[src/rtl/mem_arb_pkg.sv]
// -----------------------------------------------------------------------------
// mem_arb_pkg
// Shared types and constants for the unified-memory arbiter.
//   arb_state_t : arbiter FSM states
//   TIMEOUT_W   : width of the response-timeout counter
// -----------------------------------------------------------------------------
package mem_arb_pkg;

    localparam int TIMEOUT_W = 8;

    typedef enum logic [2:0] {
        IDLE    = 3'd0,
        I_ISSUE = 3'd1,
        I_WAIT  = 3'd2,
        D_ISSUE = 3'd3,
        D_WAIT  = 3'd4
    } arb_state_t;

endpackage

[src/rtl/mem_timeout_cnt.sv]
// -----------------------------------------------------------------------------
// mem_timeout_cnt
// Cycle counter bounding how long one memory transaction may stay in flight.
// Ports:
//   clk, rst   : clock, asynchronous active-low reset
//   i_clr      : synchronous clear (held while the arbiter is idle)
//   i_en       : count this cycle (transaction in flight)
//   o_expired  : in-flight cycle whose count has reached TIMEOUT
// -----------------------------------------------------------------------------
module mem_timeout_cnt
    import mem_arb_pkg::*;
#(
    parameter int TIMEOUT = 255
) (
    input  logic clk,
    input  logic rst,
    input  logic i_clr,
    input  logic i_en,
    output logic o_expired
);

    logic [TIMEOUT_W-1:0] r_cnt;

    // Saturates at all-ones so a stuck enable can never wrap back below TIMEOUT.
    always_ff @(posedge clk or negedge rst) begin
        if (!rst) begin
            r_cnt <= '0;
        end else if (i_clr) begin
            r_cnt <= '0;
        end else if (i_en && (r_cnt != '1)) begin
            r_cnt <= r_cnt + 1'b1;
        end
    end

    assign o_expired = i_en && (r_cnt == TIMEOUT_W'(TIMEOUT));

endmodule

[src/rtl/mem_arbiter.sv]
// -----------------------------------------------------------------------------
// mem_arbiter
// Serialises the instruction-fetch and data-access channels onto a single
// req/rdy/valid memory port. Data has fixed priority over instruction fetch.
// Each grant yields exactly one registered *_valid pulse, flagged with *_err
// (and zero rdata) when the memory fails to respond within TIMEOUT cycles.
// Ports:
//   clk, rst                     : clock, asynchronous active-low reset
//   i_req/i_addr                 : fetch request (held until i_valid)
//   i_rdata/i_valid/i_err        : fetch response
//   i_stall                      : i_req & ~i_valid
//   d_req/d_wen/d_addr/d_wdata   : data request (held until d_valid)
//   d_rdata/d_valid/d_err        : data response / write ack
//   d_stall                      : d_req & ~d_valid
//   mem_req/mem_addr/mem_wdata/mem_wen : request to memory (registered)
//   mem_rdy                      : memory accepts when mem_req & mem_rdy
//   mem_valid/mem_rdata          : memory response
// -----------------------------------------------------------------------------
module mem_arbiter
    import mem_arb_pkg::*;
#(
    parameter int NBITS   = 32,
    parameter int TIMEOUT = 255
) (
    input  logic             clk,
    input  logic             rst,
    input  logic             i_req,
    input  logic [NBITS-1:0] i_addr,
    output logic [NBITS-1:0] i_rdata,
    output logic             i_valid,
    output logic             i_err,
    output logic             i_stall,
    input  logic             d_req,
    input  logic             d_wen,
    input  logic [NBITS-1:0] d_addr,
    input  logic [NBITS-1:0] d_wdata,
    output logic [NBITS-1:0] d_rdata,
    output logic             d_valid,
    output logic             d_err,
    output logic             d_stall,
    output logic             mem_req,
    output logic [NBITS-1:0] mem_addr,
    output logic [NBITS-1:0] mem_wdata,
    output logic             mem_wen,
    input  logic             mem_rdy,
    input  logic             mem_valid,
    input  logic [NBITS-1:0] mem_rdata
);

    arb_state_t       r_state;
    logic             r_mem_req;
    logic [NBITS-1:0] r_addr;
    logic [NBITS-1:0] r_wdata;
    logic             r_wen;
    logic [NBITS-1:0] r_i_rdata;
    logic             r_i_valid;
    logic             r_i_err;
    logic [NBITS-1:0] r_d_rdata;
    logic             r_d_valid;
    logic             r_d_err;

    logic w_d_elig, w_i_elig;
    logic w_issue, w_wait, w_is_d;
    logic w_expired, w_complete, w_done, w_err;

    // A request whose response is being pulsed this cycle is being retired,
    // so it must not be granted again.
    assign w_d_elig   = d_req & ~r_d_valid;
    assign w_i_elig   = i_req & ~r_i_valid;

    assign w_issue    = (r_state == I_ISSUE) || (r_state == D_ISSUE);
    assign w_wait     = (r_state == I_WAIT)  || (r_state == D_WAIT);
    assign w_is_d     = (r_state == D_ISSUE) || (r_state == D_WAIT);

    // mem_valid only counts in a wait state; a real completion beats a
    // timeout landing in the same cycle.
    assign w_complete = w_wait & mem_valid;
    assign w_done     = w_complete | w_expired;
    assign w_err      = w_expired & ~w_complete;

    mem_timeout_cnt #(
        .TIMEOUT   (TIMEOUT)
    ) u_tmo (
        .clk       (clk),
        .rst       (rst),
        .i_clr     (r_state == IDLE),
        .i_en      (w_issue | w_wait),
        .o_expired (w_expired)
    );

    always_ff @(posedge clk or negedge rst) begin
        if (!rst) begin
            r_state   <= IDLE;
            r_mem_req <= 1'b0;
            r_addr    <= '0;
            r_wdata   <= '0;
            r_wen     <= 1'b0;
            r_i_rdata <= '0;
            r_i_valid <= 1'b0;
            r_i_err   <= 1'b0;
            r_d_rdata <= '0;
            r_d_valid <= 1'b0;
            r_d_err   <= 1'b0;
        end else begin
            r_i_valid <= 1'b0;
            r_i_err   <= 1'b0;
            r_d_valid <= 1'b0;
            r_d_err   <= 1'b0;

            case (r_state)
                IDLE: begin
                    if (w_d_elig) begin
                        r_state   <= D_ISSUE;
                        r_mem_req <= 1'b1;
                        r_addr    <= d_addr;
                        r_wen     <= d_wen;
                        r_wdata   <= d_wdata;
                    end else if (w_i_elig) begin
                        r_state   <= I_ISSUE;
                        r_mem_req <= 1'b1;
                        r_addr    <= i_addr;
                        r_wen     <= 1'b0;
                        r_wdata   <= '0;
                    end
                end
                I_ISSUE, D_ISSUE: begin
                    if (w_done) begin
                        r_state   <= IDLE;
                        r_mem_req <= 1'b0;
                    end else if (mem_rdy) begin
                        r_state   <= (r_state == D_ISSUE) ? D_WAIT : I_WAIT;
                        r_mem_req <= 1'b0;
                    end
                end
                I_WAIT, D_WAIT: begin
                    if (w_done) begin
                        r_state <= IDLE;
                    end
                end
                default: begin
                    r_state   <= IDLE;
                    r_mem_req <= 1'b0;
                end
            endcase

            if (w_done) begin
                if (w_is_d) begin
                    r_d_valid <= 1'b1;
                    r_d_err   <= w_err;
                    r_d_rdata <= w_err ? '0 : mem_rdata;
                end else begin
                    r_i_valid <= 1'b1;
                    r_i_err   <= w_err;
                    r_i_rdata <= w_err ? '0 : mem_rdata;
                end
            end
        end
    end

    assign mem_req   = r_mem_req;
    assign mem_addr  = r_addr;
    assign mem_wdata = r_wdata;
    assign mem_wen   = r_wen;
    assign i_rdata   = r_i_rdata;
    assign i_valid   = r_i_valid;
    assign i_err     = r_i_err;
    assign d_rdata   = r_d_rdata;
    assign d_valid   = r_d_valid;
    assign d_err     = r_d_err;
    assign i_stall   = i_req & ~r_i_valid;
    assign d_stall   = d_req & ~r_d_valid;

endmodule

[config.mk]
export PLATFORM = sky130hd
export DESIGN_NAME = mem_arbiter
export DESIGN_NICKNAME = d
export VERILOG_FILES = /design/src/rtl/mem_arb_pkg.sv /design/src/rtl/mem_timeout_cnt.sv /design/src/rtl/mem_arbiter.sv
export SDC_FILE = /design/constraint.sdc
export NUM_CORES = 1
export LEC_CHECK = 0
export ABC_AREA = 1
export BUFFER_PORTS_ARGS = -buffer_cell sky130_fd_sc_hd__clkbuf_2
export CAP_MARGIN = 30
export CORE_MARGIN = 8
export CORE_UTILIZATION = 48
export CTS_BUF_LIST = sky130_fd_sc_hd__clkbuf_16
export CTS_CLUSTER_SIZE = 12
export DETAILED_ROUTE_END_ITERATION = 7
export PLACE_DENSITY_LB_ADDON = 0.25
export SLEW_MARGIN = 25
export SYNTH_ARGS = -nofsm -noshare
export SYNTH_HDL_FRONTEND = slang
export SYNTH_SLANG_ARGS = --single-unit
[constraint.sdc]
create_clock -name clk -period 2.1 [get_ports clk]
set_clock_uncertainty 0.1 [all_clocks]
set_input_delay 0.21 -clock clk [delete_from_list [all_inputs] [get_ports clk]]
set_output_delay 0.21 -clock clk [all_outputs]
set_load 0.1 [all_outputs]
==> results_dict.tcl <==
set metrics [dict create \
    synth.distinct_cells 27 \
    final_nets 1210 \
    cts_made_buffers 17 \
    core_um2 12600 \
    clk_latency_ns 0.41 \
    cap_violations 0 \
    overflow 0 \
    fin_area_um2 9540 \
    critPathLaunchType "register" \
    start_util 0.491 \
    synth_top_cell_by_area "dfrtp_1" \
    r2r_slack_ns 0.17 \
    boundaryPins 271 \
    grt_pass1_vias 6541 \
    syn_to_final_growth_pct 54.4 \
    reg2reg_from "r_state[1]$_DFFE_PN0P_" \
    drc 0 \
    path_max_fanout 22 \
    finalCritPeriodShare 0.937 \
    endpoint_kind "primary output" \
    placed_cells 1096 \
    htreeDepth 4 \
    period_minus_slack_ns 1.97 \
    antenna_found_initial 3 \
    slew_headroom 0.573 \
    cts.path.max_buffers 2 \
    hold_end "r_state[0]$_DFFE_PN0P_" \
    path_clk_slew_ns 0.06 \
    synth_area_leaders "dfrtp_1, nand2_1, nand3_1, o21ai_2, a31oi_1" \
    post-route-util 0.759 \
    rows 41 \
    gp_congestion 0.823 \
    cts_sinks 145 \
    setup_violations 0 \
    placed_area_um2 7670 \
    fmax_mhz 508 \
    drv_slew 0 \
    finalHoldViolCount 0 \
    whs_path_depth 4 \
    reg2reg_depth 8 \
    io_buffers 270 \
    cts_tree "yes" \
    yosys_warnings 0 \
    drive_above_1_share 0.322 \
    avgSynthCellArea_um2 9.07 \
    cts_setup_buffers 0 \
    worst_pin_slew_ns 0.639 \
    vias 6516 \
    crit_required_ns 1.79 \
    status "complete, no violations" \
    worstSetupPathType "reg2out" \
    min_from "mem_valid" \
    ys_seq_area_frac 0.588 \
    grt_max_degree 66 \
    ant_nets 0 \
    root_buffer "clkbuf_16" \
    routed_wl_um 22200 \
    wire_per_inst_um 17.6 \
    vias_per_cell 5.17 \
    rsz0062_at_grt "false" \
    hold_path_class "in2reg" \
    dr.pass1.iters 5 \
    drtIter0Drc 479 \
    fin_tns_setup_ns 0 \
    syn_nets 817 \
    grtUsageTotal 0.261 \
    final_cells 1261 \
    fill_cells 807 \
    netlist_instances 681 \
    crit_arrival_ns 1.66 \
    dp_hpwl_um 13400 \
    die-area_um2 16800 \
    fp.dieH_um 129 \
    netlist_area_um2 6180 \
    yosysTopAreaCellShare 0.588 \
    die_w_um 129 \
    synth_seq_cells 145 \
    timing.rr.end "d_rdata[11]$_DFFE_PN0P_" \
    grt_pass1_wl_um 33900 \
]
-- per-layer routing --
layer	vias to the layer above	global-route usage	part of all wire
li1	2998	-	-
met1	3066	0.295	0.37
met2	371	0.428	0.50
met3	81	0.0797	0.091
met4	0	0.155	0.042
met5	-	0	0
-- worst max path at each step --
| stage | endpoint | startpoint | slack [ns] | cells after the start |
|---|---|---|---|---|
| final | d_stall | d_valid$_DFF_PN0_ | 0.13 | 4 |
| after global routing | i_rdata[6]$_DFFE_PN0P_ | r_state[1]$_DFFE_PN0P_ | 0.03 | 8 |
| after CTS | d_stall | d_valid$_DFF_PN0_ | 0.11 | 4 |
| after detailed placement | d_rdata[3]$_DFFE_PN0P_ | r_state[1]$_DFFE_PN0P_ | 0.22 | 8 |
| after global placement | r_state[2]$_DFFE_PN0P_ | r_state[1]$_DFFE_PN0P_ | 0.29 | 7 |
| after floorplan | i_stall | i_valid$_DFF_PN0_ | 0.09 | 1 |
-- stage by stage --
stage               hold WS, ns  worst slack (ns)
floorplan                -0.186            0.0878
global placement         0.0354             0.294
detailed placement       0.0343             0.219
CTS                      0.0737             0.106
global route             0.0923            0.0257
finish                   0.0985             0.132
-- cell usage in the layout, fill, tap and decap left out, types with 4 or more instances in the layout --
master,count
a31oi_1,32
o21ai_2,23
nand2_1,260
clkinv_1,4
nand2_2,6
inv_1,16
buf_12,7
clkbuf_2,268
clkbuf_16,17
o21ai_1,16
nand3_1,41
dfrtp_1,144
o21ai_0,30
buf_4,9
dlygate4sd3_1,131
nor2_1,49
-- logic make-up (layout without fill, tap and decap cells) --
group,after synthesis,in the layout,synth area share
DFF,145,145,0.588
and+or+nand+nor,366,366,0.240
buffers and inverters,60,465,0.0585
other,0,3,0
adders and majority gates,1,1,0.00203
AOI/OAI and AO/OA,105,105,0.106
xor gates and xnor gates,4,4,0.00567
-- registers in the layout, indices dropped and copies added, names as in the netlist --
name / flops
mem_addr: 32
d_rdata: 32
i_valid: 1
mem_wen: 1
r_state: 3
i_err: 1
mem_req: 1
d_err: 1
i_rdata: 32
u_tmo.r_cnt: 8
d_valid: 1
mem_wdata: 32
-- critical path, stage by stage (launching register included) --
cell,delay [ns]
dfrtp_2,0.40
or2_1,0.29
inv_2,0.07
buf_4,0.27
buf_12,0.22
-- cells in the mapped netlist, drive strengths merged --
cell    instances
o211ai          1
xor2            3
nor3b           2
dfrtp         145
or2             1
a31oi          32
nand3          43
xnor2           1
o31ai           1
o21ai          69
inv            18
nand2         266
nor2           52
buf            30
nor3            2
clkbuf         12
a21oi           2
ha              1
-- what timing repair did --
item,CTS,global route
hold buffers,131,0
resized for setup,0,0
setup endpoints to repair,0,0
endpoints found under the hold margin,264,0
-- layout make-up --
type	instances	area, um^2	area share
clock buffers	17	425	0.0446
well taps	172	215	0.0226
diodes	3	7.51	0.000787
inverters	18	67.6	0.00709
multi-input cells	476	2190	0.230
flip-flops and latches	145	3630	0.381
repair buffers	416	2870	0.301
clock inverters	14	125	0.0131
Power is not shown: default switching activity piles up to over one toggle a cycle in this logic, so the estimate is an artifact.
